`src/rtl/cabine_elevador_if.sv`:
```
// Motor command / cabin status bundle between the elevator controller and the cabin model.
interface cabine_elevador_if;
  logic       motor_liga;
  logic       motor_direcao;
  logic [2:0] andar_atual;
  logic       entre_andares;
  logic       porta_aberta;
  logic       chegada;
  logic       falha;
  logic [1:0] falha_codigo;

  modport master (
    output motor_liga, motor_direcao,
    input  andar_atual, entre_andares, porta_aberta, chegada, falha, falha_codigo
  );

  modport slave (
    input  motor_liga, motor_direcao,
    output andar_atual, entre_andares, porta_aberta, chegada, falha, falha_codigo
  );
endinterface

```
`src/rtl/cabine_elevador.sv`:
```
// Cabin/shaft plant: turns motor commands into floor position, door dwell and latched faults.
// All outputs registered; motor commands act on the next rising edge, and are ignored while the door is open.
module cabine_elevador #(
  parameter int NUM_ANDARES     = 5,
  parameter int TICKS_POR_ANDAR = 8,
  parameter int TICKS_PORTA     = 4
) (
  input  logic             clock,
  input  logic             reset,
  cabine_elevador_if.slave cab
);
  localparam int              CW    = $clog2(TICKS_POR_ANDAR + 1);
  localparam int              PW    = $clog2(TICKS_PORTA + 1);
  localparam logic [CW-1:0]   C_ULT = CW'(TICKS_POR_ANDAR - 1);
  localparam logic [PW-1:0]   P_INI = PW'(TICKS_PORTA);
  localparam logic [2:0]      TOPO  = 3'(NUM_ANDARES - 1);

  typedef enum logic [2:0] {PARADO, MOVENDO, ESPERA, PORTA, FALHA} estado_t;

  estado_t       estado_q, estado_d;
  logic          dir_q, dir_d;
  logic [CW-1:0] c_q, c_d;
  logic [PW-1:0] porta_cnt_q, porta_cnt_d;
  logic [2:0]    andar_q, andar_d;
  logic          porta_q, porta_d;
  logic          entre_q;
  logic          upd_q, upd_d;
  logic          chegada_q;
  logic          falha_q, falha_d;
  logic [1:0]    codigo_q, codigo_d;

  function automatic logic no_limite(input logic d, input logic [2:0] a);
    return d ? (a == TOPO) : (a == 3'd0);
  endfunction

  always_comb begin
    estado_d    = estado_q;
    dir_d       = dir_q;
    c_d         = c_q;
    porta_cnt_d = porta_cnt_q;
    andar_d     = andar_q;
    porta_d     = porta_q;
    upd_d       = 1'b0;
    falha_d     = falha_q;
    codigo_d    = codigo_q;

    case (estado_q)
      PARADO, MOVENDO, ESPERA: begin
        if (cab.motor_liga) begin
          // At a floor the direction may change freely, but leaving the shaft is a limit fault.
          if (c_q == '0) begin
            dir_d = cab.motor_direcao;
            if (no_limite(cab.motor_direcao, andar_q)) begin
              estado_d = FALHA;
              falha_d  = 1'b1;
              codigo_d = 2'b01;
            end else begin
              estado_d = MOVENDO;
              c_d      = CW'(1);
            end
          end else if (cab.motor_direcao != dir_q) begin
            estado_d = FALHA;
            falha_d  = 1'b1;
            codigo_d = 2'b10;
          end else begin
            estado_d = MOVENDO;
            if (c_q == C_ULT) begin
              if (no_limite(dir_q, andar_q)) begin
                estado_d = FALHA;
                falha_d  = 1'b1;
                codigo_d = 2'b01;
              end else begin
                c_d     = '0;
                upd_d   = 1'b1;
                andar_d = dir_q ? andar_q + 3'd1 : andar_q - 3'd1;
              end
            end else begin
              c_d = c_q + CW'(1);
            end
          end
        end else if (estado_q == MOVENDO) begin
          if (c_q == '0) begin
            estado_d    = PORTA;
            porta_cnt_d = P_INI;
            porta_d     = 1'b1;
          end else begin
            estado_d = ESPERA;
          end
        end
      end
      PORTA: begin
        porta_cnt_d = porta_cnt_q - PW'(1);
        if (porta_cnt_q == PW'(1)) begin
          porta_d  = 1'b0;
          estado_d = PARADO;
        end
      end
      FALHA: begin
        porta_d = 1'b0;
      end
      default: begin
        estado_d = PARADO;
      end
    endcase
  end

  always_ff @(posedge clock or posedge reset) begin
    if (reset) begin
      estado_q    <= PARADO;
      dir_q       <= 1'b0;
      c_q         <= '0;
      porta_cnt_q <= '0;
      andar_q     <= 3'd0;
      porta_q     <= 1'b0;
      entre_q     <= 1'b0;
      upd_q       <= 1'b0;
      chegada_q   <= 1'b0;
      falha_q     <= 1'b0;
      codigo_q    <= 2'b00;
    end else begin
      estado_q    <= estado_d;
      dir_q       <= dir_d;
      c_q         <= c_d;
      porta_cnt_q <= porta_cnt_d;
      andar_q     <= andar_d;
      porta_q     <= porta_d;
      entre_q     <= (c_d != '0);
      upd_q       <= upd_d;
      chegada_q   <= upd_q;
      falha_q     <= falha_d;
      codigo_q    <= codigo_d;
    end
  end

  assign cab.andar_atual   = andar_q;
  assign cab.entre_andares = entre_q;
  assign cab.porta_aberta  = porta_q;
  assign cab.chegada       = chegada_q;
  assign cab.falha         = falha_q;
  assign cab.falha_codigo  = codigo_q;
endmodule

```
`src/flat_wrapper.sv`:
```
// flat-port wrapper written by rule: the top's interface ports become plain ports
module cabine_elevador_flat 
#(
  parameter int NUM_ANDARES     = 5,
  parameter int TICKS_POR_ANDAR = 8,
  parameter int TICKS_PORTA     = 4
)
  (clock, reset, cab_motor_liga, cab_motor_direcao, cab_andar_atual, cab_entre_andares, cab_porta_aberta, cab_chegada, cab_falha, cab_falha_codigo);
  cabine_elevador_if cab_i ();
  input  logic clock;
  input  logic reset;
  input wire logic [$bits(cab_i.motor_liga)-1:0] cab_motor_liga;
  input wire logic [$bits(cab_i.motor_direcao)-1:0] cab_motor_direcao;
  output wire logic [$bits(cab_i.andar_atual)-1:0] cab_andar_atual;
  output wire logic [$bits(cab_i.entre_andares)-1:0] cab_entre_andares;
  output wire logic [$bits(cab_i.porta_aberta)-1:0] cab_porta_aberta;
  output wire logic [$bits(cab_i.chegada)-1:0] cab_chegada;
  output wire logic [$bits(cab_i.falha)-1:0] cab_falha;
  output wire logic [$bits(cab_i.falha_codigo)-1:0] cab_falha_codigo;
  assign cab_i.motor_liga = cab_motor_liga;
  assign cab_i.motor_direcao = cab_motor_direcao;
  assign cab_andar_atual = cab_i.andar_atual;
  assign cab_entre_andares = cab_i.entre_andares;
  assign cab_porta_aberta = cab_i.porta_aberta;
  assign cab_chegada = cab_i.chegada;
  assign cab_falha = cab_i.falha;
  assign cab_falha_codigo = cab_i.falha_codigo;
  cabine_elevador #(.NUM_ANDARES(NUM_ANDARES), .TICKS_POR_ANDAR(TICKS_POR_ANDAR), .TICKS_PORTA(TICKS_PORTA)) u_core (.clock(clock), .reset(reset), .cab(cab_i));
endmodule
```
`config.mk`:
```
export PLATFORM = sky130hd
export DESIGN_NAME = cabine_elevador_flat
export DESIGN_NICKNAME = d
export VERILOG_FILES = /design/src/rtl/cabine_elevador_if.sv /design/src/rtl/cabine_elevador.sv /design/src/flat_wrapper.sv
export SDC_FILE = /design/constraint.sdc
export NUM_CORES = 1
export LEC_CHECK = 0
export BUFFER_PORTS_ARGS = -buffer_cell sky130_fd_sc_hd__buf_2
export CORE_UTILIZATION = 45
export DETAILED_ROUTE_END_ITERATION = 6
export PLACE_DENSITY = 0.7
export SLEW_MARGIN = 20
export SYNTH_ARGS = -nofsm -noshare
export SYNTH_HDL_FRONTEND = slang
export SYNTH_SLANG_ARGS = --single-unit
```
`constraint.sdc`:
```
create_clock -name clock -period 2 [get_ports clock]
set_clock_uncertainty 0.1 [all_clocks]
set_input_delay 0 -clock clock [delete_from_list [all_inputs] [get_ports clock]]
set_output_delay 0 -clock clock [all_outputs]
set_load 0.1 [all_outputs]
```
==> metrics, run 1 <==
run status=completed; Core Area=between 0.002 and 0.0025 mm²; fin area=between 0.001 and 0.0015 mm²; clk buf depth=2; cell-internal power=1190 µW; Crit. path cell count=7; share of the synthesized area in the top cell type=0.435; clk slew on worst S/H paths=around 0.11 ns; HPWL after DPL=approximately 1.8 mm; GPL Wtd Cong=a little under 0.9; Tmin final=around 1.9 ns; Comb pwr share=0.607; Critical Path Sink Type=flip-flop; Hold EP=u_core.cab.chegada$_DFF_PP0_; initial antenna violation count=0; crit start category=flip-flop; # IOs=13; area leader, netlist=dfrtp_1; n_diodes=0; DRC=0; Yosys reg bits=21; share of layout cells above drive strength 1=0.312; Synth Area in Simple Gates=0.180; clock share of power=0.084; CP peak stage delay=~0.45 ns; unrepaired setup endpoints after global routing=yes; post-synthesis xor/xnor area fraction=0.0653; die height=around 54 µm; nets@finish=148; antenna-violating nets left=0; final setup vio count=0; largest family of logic cells by synthesized area=simple AND/OR/NAND/NOR gates; CTS tree=done; die area=between 0.002 and 0.003 mm²; insertion delay to the later sink of the worst-skew pair=around 0.3 ns; DP Worst Slack=around 0.049 ns; post-synthesis adder-cell area fraction=0.0580; largest net degree at the start of global routing=22; vias per cell=5.26; worst hold path depth=0; Hold/Removal Path Class=reg -> reg; fmax=a little over 0.5 GHz; Final WS setup=around 0.070 ns; VDD IR-drop max=1170 µV; worst path required time=between 2 and 2.5 ns; Net Sw Frac=0.507; YS warnings=0; Worst Path Arrival=~2.0 ns; Hold Violations, Final=0; Top Family by Delay on Critical Path=simple AND/OR/NAND/NOR gates; H-Tree Depth=1; clock sink count=21; CTS Buf Count=3; Primary FF master, synth=dfrtp_1; max-cap viol count=0; GRT Util Overall=0.184; register share of total power=0.309; R2R Setup Slk=roughly 0.07 ns; post-synthesis compound-gate area fraction=0.153; worst slew pin tran=~0.8 ns; I/O Buffers=12; worst hold slack=0.260 ns; PD cells=approximately 1700 mW/mm²; Slew Viols, Final=0; via count=884; Seq/Total Area, Yosys=0.435; crit path max-delay cell type=dfrtp_1; vias in the first global route=about 900; RR Endpoint=u_core.cab.entre_andares$_DFF_PP0_; Synth Instances=roughly 120; total grt overflow=0; Routed WL=about 2.3 mm; die width=~54 µm; Leak=roughly 0.00067 µW; Slew headroom=0.462; Clock Tree Root=clkbuf_4; Layout Utilization=0.564; Final Cycle Share=0.965; peak fanout along the critical path=4; Std-Cell Rows=18; routed len/inst=between 10 and 15 µm; RR Startpoint=u_core.c_q[0]$_DFF_PP0_; initial core utilization=0.483; kind of critical path=reg -> reg; FFs w/ async S/R, synth=1.00; first-pass GRT wire length=between 3 and 4 mm; Starting DRT DRC Count=18; Syn Nets=roughly 130; router iterations before antenna repair=4; placed cell areas=about 0.0013 mm²; Worst Reg-to-Reg Cells=7; mux cell area share after synthesis=0.0425; synth top area cells=dfrtp_1, inv_1, xnor2_1, ha_1, nand2_1; Post-synth EDFFs=0; Worst Path Buf+Inv=1; Mapped Area=roughly 0.0012 mm²; syn_area_per_cell=10.3 µm²; critical-path cell list=inv_2 > ha_4 > or3b_4 > a21oi_4 > o21bai_1 > a22o_2 > nand4bb_1; reported net switching power=around 1200 µW; Unique masters post-synth=45; hold path startpoint=u_core.upd_q$_DFF_PP0_; area growth from synthesis to layout=16.8%
## logic make-up after synthesis
kind of cell             count (synthesis)
AND/OR/NAND/NOR                         36
AO/OA/AOI/OAI                           24
flip-flops                              21
buffers and inverters                   18
XOR/XNOR                                 9
adder cells (fa/ha/maj)                  5
multiplexers                             4
## cell usage in the layout (no fill, tap or decap), types with 2 or more instances in the layout
| cell type | instances |
|---|---|
| clkbuf_4 | 3 |
| nand3b_1 | 2 |
| a22o_2 | 2 |
| dfrtp_1 | 18 |
| nand4_1 | 4 |
| mux2_4 | 2 |
| dlygate4sd3_1 | 3 |
| buf_2 | 12 |
| a21oi_4 | 2 |
| o21ai_0 | 3 |
| ha_1 | 3 |
| inv_2 | 2 |
| inv_1 | 12 |
| a21oi_1 | 5 |
| nor2b_1 | 2 |
| o31ai_1 | 2 |
| nand2_1 | 12 |
| xor2_1 | 3 |
| nor2_1 | 4 |
| buf_4 | 6 |
| dfrtp_2 | 3 |
| xnor2_1 | 6 |
## area by class of cell
type / instances / area [µm²]
fillers: 229 / 1090
multi-input cells: 78 / 629
flip-flops and latches: 21 / 529
repair buffers: 21 / 135
inverters: 14 / 52.6
well taps: 30 / 37.5
clock buffers: 4 / 26.3
## state kept, by name (all words and copies together) (netlist names)
name / count
u_core.c_q: 4
u_core.cab.andar_atual: 3
u_core.cab.chegada: 1
u_core.cab.entre_andares: 1
u_core.cab.falha: 1
u_core.cab.falha_codigo: 2
u_core.cab.porta_aberta: 1
u_core.dir_q: 1
u_core.estado_q: 3
u_core.porta_cnt_q: 3
u_core.upd_q: 1
## Yosys cell counts, types with 2 or more instances
library cell,number
buf_2,2
mux2_4,2
a21oi_1,5
o21ai_0,3
nand3b_1,2
nand2_1,12
dfrtp_1,21
inv_1,14
nor2_1,4
nor2b_1,2
xor2_1,3
o31ai_1,2
ha_1,4
a22o_2,2
nand4_1,4
xnor2_1,6
## per-layer routing
| metal | up-vias | GRT usage | wire length (µm) |
|---|---|---|---|
| li1 | 446 | - | - |
| met1 | 424 | 0.206 | 1050 |
| met4 | 0 | 0.0921 | 35 |
| met3 | 6 | 0.0339 | 43 |
| met5 | - | 0 | 0 |
| met2 | 8 | 0.329 | 1150 |
## stage by stage
step,TNS (ns),power (µW),std cells
after floorplan,0,1840,117
after global placement,0,2080,159
after detailed placement,0,2120,159
after CTS,0,2330,166
after global routing,-0.0255,2570,168
final,0,2410,168
## what timing repair did
action                                  CTS  global route
endpoints found under the setup margin    0             4
setup buffers                             0             2
hold endpoints to repair                 24             0
resized for setup                         0             6
hold buffers                              3             0
## power by group through the flow
stage	combinational, µW	clock, µW	sequential [µW]
finish	1460	203	744
global route	1570	232	770
CTS	1380	213	739
detailed placement	1370	0	747
global placement	1340	0	741
floorplan	761	0	1080
## worst max-delay path by stage
stage | end | start
floorplan | u_core.cab.falha_codigo[0]$_DFFE_PP0P_ | u_core.cab.andar_atual[2]$_DFFE_PP0P_
global placement | u_core.cab.entre_andares$_DFF_PP0_ | u_core.c_q[0]$_DFF_PP0_
detailed placement | u_core.cab.entre_andares$_DFF_PP0_ | u_core.c_q[0]$_DFF_PP0_
CTS | u_core.cab.entre_andares$_DFF_PP0_ | u_core.c_q[0]$_DFF_PP0_
global route | u_core.cab.entre_andares$_DFF_PP0_ | u_core.c_q[0]$_DFF_PP0_
finish | u_core.cab.entre_andares$_DFF_PP0_ | u_core.c_q[0]$_DFF_PP0_
## worst register-to-register path: stages, from the launching register on
cell and delay, ns:
dfrtp_1 0.45, inv_2 0.10, ha_4 0.13, or3b_4 0.40, a21oi_4 0.16, o21bai_1 0.09
a22o_2 0.22, nand4bb_1 0.17
(Power assumes the default switching activity.)
==> run 2, diff against run 1 <==
--- a/config.mk
+++ b/config.mk
@@ -5,7 +5,8 @@
 export SDC_FILE = /design/constraint.sdc
 export NUM_CORES = 1
 export LEC_CHECK = 0
-export BUFFER_PORTS_ARGS = -buffer_cell sky130_fd_sc_hd__buf_2
+export BUFFER_PORTS_ARGS = -buffer_cell sky130_fd_sc_hd__buf_4
+export CAP_MARGIN = 10
 export CORE_UTILIZATION = 45
 export DETAILED_ROUTE_END_ITERATION = 6
 export PLACE_DENSITY = 0.7
==> run 2 against run 1 <==
  * Worst setup slack got worse by 0.012 ns
  * Routed wire length increased by 3.7%
  * Flip-flop and latch count unchanged
  * Fmax decreased by 0.60%
  * Hold slack improved by 0.0060 ns
  * Die area unchanged
  * Via count increased by 3.8%
  * Sequential power about the same
  * Cell count unchanged
  * Critical endpoint unchanged
  * Largest cell class unchanged
==> metrics, run 2 (same netlist as run 1, synthesis figures left out) <==
run status=completed; Power Total=2420 µW (+0.47%); Slew headroom=0.481 (+0.0191); final setup vio count=0 (unchanged); Routed WL=2.37 mm (+3.7%); via count=918 (+3.8%); clk buf depth=2 (unchanged); cell-internal power=1200 µW (+1.3%); Final Cycle Share=0.971 (+0.00580); Net Sw Frac=0.504 (-0.00394); GRT Util Overall=0.191 (+0.00671); largest net degree at the start of global routing=22 (unchanged); total negative slack=0 ns (unchanged); max-cap viol count=0 (unchanged); Slew Viols, Final=0 (unchanged); Tmin final=1.94 ns (+0.0116 ns); Largest register FFs=4 (unchanged); Core Area=0.00250 mm² (unchanged); CTS tree=done; vias per cell=5.46 (+3.8%); die width=53.8 µm (unchanged); clock share of power=0.084 (about the same); worst slew pin tran=0.778 ns (-0.0287 ns); Most flops, register=u_core.c_q; commonest cells after routing, fill and taps aside=buf_4, dfrtp_1, nand2_1, inv_1, xnor2_1; GPL Wtd Cong=0.844 (-3.3%); insertion delay to the later sink of the worst-skew pair=0.30 ns (about the same); routed len/inst=14.1 µm (+3.7%); die height=53.8 µm (unchanged); crit start category=flip-flop; fmax=0.515 GHz (-0.60%); first-pass GRT wire length=3.78 mm (+0.75%); Comb pwr share=0.608 (about the same); kind of critical path=reg -> reg; I/O Buffers=12 (unchanged); router iterations before antenna repair=4 (unchanged); clock sink count=21 (unchanged); nets@finish=148 (unchanged); Std-Cell Rows=18 (unchanged); antenna-violating nets left=0 (unchanged); Layout Utilization=0.569 (+0.00450); share of layout cells above drive strength 1=0.297 (-0.0145); clk slew on worst S/H paths=0.11 ns (about the same); HPWL after DPL=1.74 mm (-0.80%); vias in the first global route=865 (-3.5%); CTS Buf Count=3 (unchanged); # IOs=13 (unchanged); Hold/Removal Path Class=reg -> reg; PD cells=1700 mW/mm² (-0.33%); reported net switching power=1220 µW (-0.31%); initial core utilization=0.483 (unchanged); worst hold slack=0.266 ns (+0.00599 ns); Worst Path Arrival=2.03 ns (about the same); n_diodes=0 (unchanged); area growth from synthesis to layout=17.7%; VDD IR-drop max=853 µV (-27%); peak fanout along the critical path=4 (unchanged); die area=0.00289 mm² (unchanged); Clock Tree Root=clkbuf_4; initial antenna violation count=0 (unchanged); Starting DRT DRC Count=14 (-4); Critical Path Sink Type=flip-flop; register share of total power=0.308 (about the same); DRC=0 (unchanged); total grt overflow=0 (unchanged); H-Tree Depth=1 (unchanged); Hold Violations, Final=0 (unchanged); Leak=0.000680 µW (+0.83%); worst path required time=2.08 ns (about the same)
## run 2: cell counts in the layout (fill, tap and decap cells not counted)
No cell type changed its count.
## run 2: path summary, 6_finish.rpt
path / slack, ns / from / cells after the start / to
max in group asynchronous: 0.98 / reset / 3 / u_core.cab.andar_atual[2]$_DFFE_PP0P_
worst max register to register: 0.06 / u_core.c_q[1]$_DFF_PP0_ / 7 / u_core.cab.entre_andares$_DFF_PP0_
worst min-delay path: 0.27 / u_core.upd_q$_DFF_PP0_ / 0 / u_core.cab.chegada$_DFF_PP0_
worst min register to register: 0.27 / u_core.upd_q$_DFF_PP0_ / 0 / u_core.cab.chegada$_DFF_PP0_
worst max-delay path: 0.06 / u_core.c_q[1]$_DFF_PP0_ / 7 / u_core.cab.entre_andares$_DFF_PP0_
min in group asynchronous: 0.29 / reset / 3 / u_core.cab.chegada$_DFF_PP0_
## run 2: metrics by stage
stage	setup WS [ns]	cell area, µm²	cells
3_5_place_dp	0.0423	1340	159
4_1_cts	0.0140	1400	166
2_1_floorplan	0.112	1210	117
5_1_grt	-0.00522	1420	168
3_3_place_gp	0.0765	1340	159
6_report	0.0582	1420	168
## run 2: metal layers
| layer | share of wire | up-vias | global-route usage |
|---|---|---|---|
| met5 | 0 | - | 0 |
| met4 | 0.0055 | 0 | 0.0395 |
| met3 | 0.043 | 2 | 0.0593 |
| met2 | 0.52 | 24 | 0.340 |
| met1 | 0.43 | 447 | 0.223 |
| li1 | - | 445 | - |
## run 2: worst max-delay path: stages, from the launching register on
cell	delay (ns)
dfrtp_1	0.44
inv_2	0.08
ha_1	0.15
or3b_4	0.41
a21oi_4	0.15
o21bai_1	0.09
a22o_2	0.22
nand4bb_1	0.18
## run 2: power by group through the flow
stage / clock (µW) / sequential, µW / combinational [µW]
floorplan: 0 / 1080 / 761
CTS: 208 / 742 / 1420
global route: 227 / 767 / 1600
detailed placement: 0 / 752 / 1410
global placement: 0 / 744 / 1370
finish: 203 / 744 / 1470
## run 2: cell type report
class,instances,area [µm²]
sequential,21,529
inverter,14,52.6
clock buffer,4,26.3
fill,224,1080
timing repair buffer,21,165
tap,30,37.5
multi-input combinational,78,611
## run 2: timing repair
action                                 4_1_cts  5_1_grt
hold buffers                                 3        0
setup buffers                                0        2
gates resized for setup                      0        3
endpoints found under the hold margin       25        0
setup endpoints to repair                    0        4
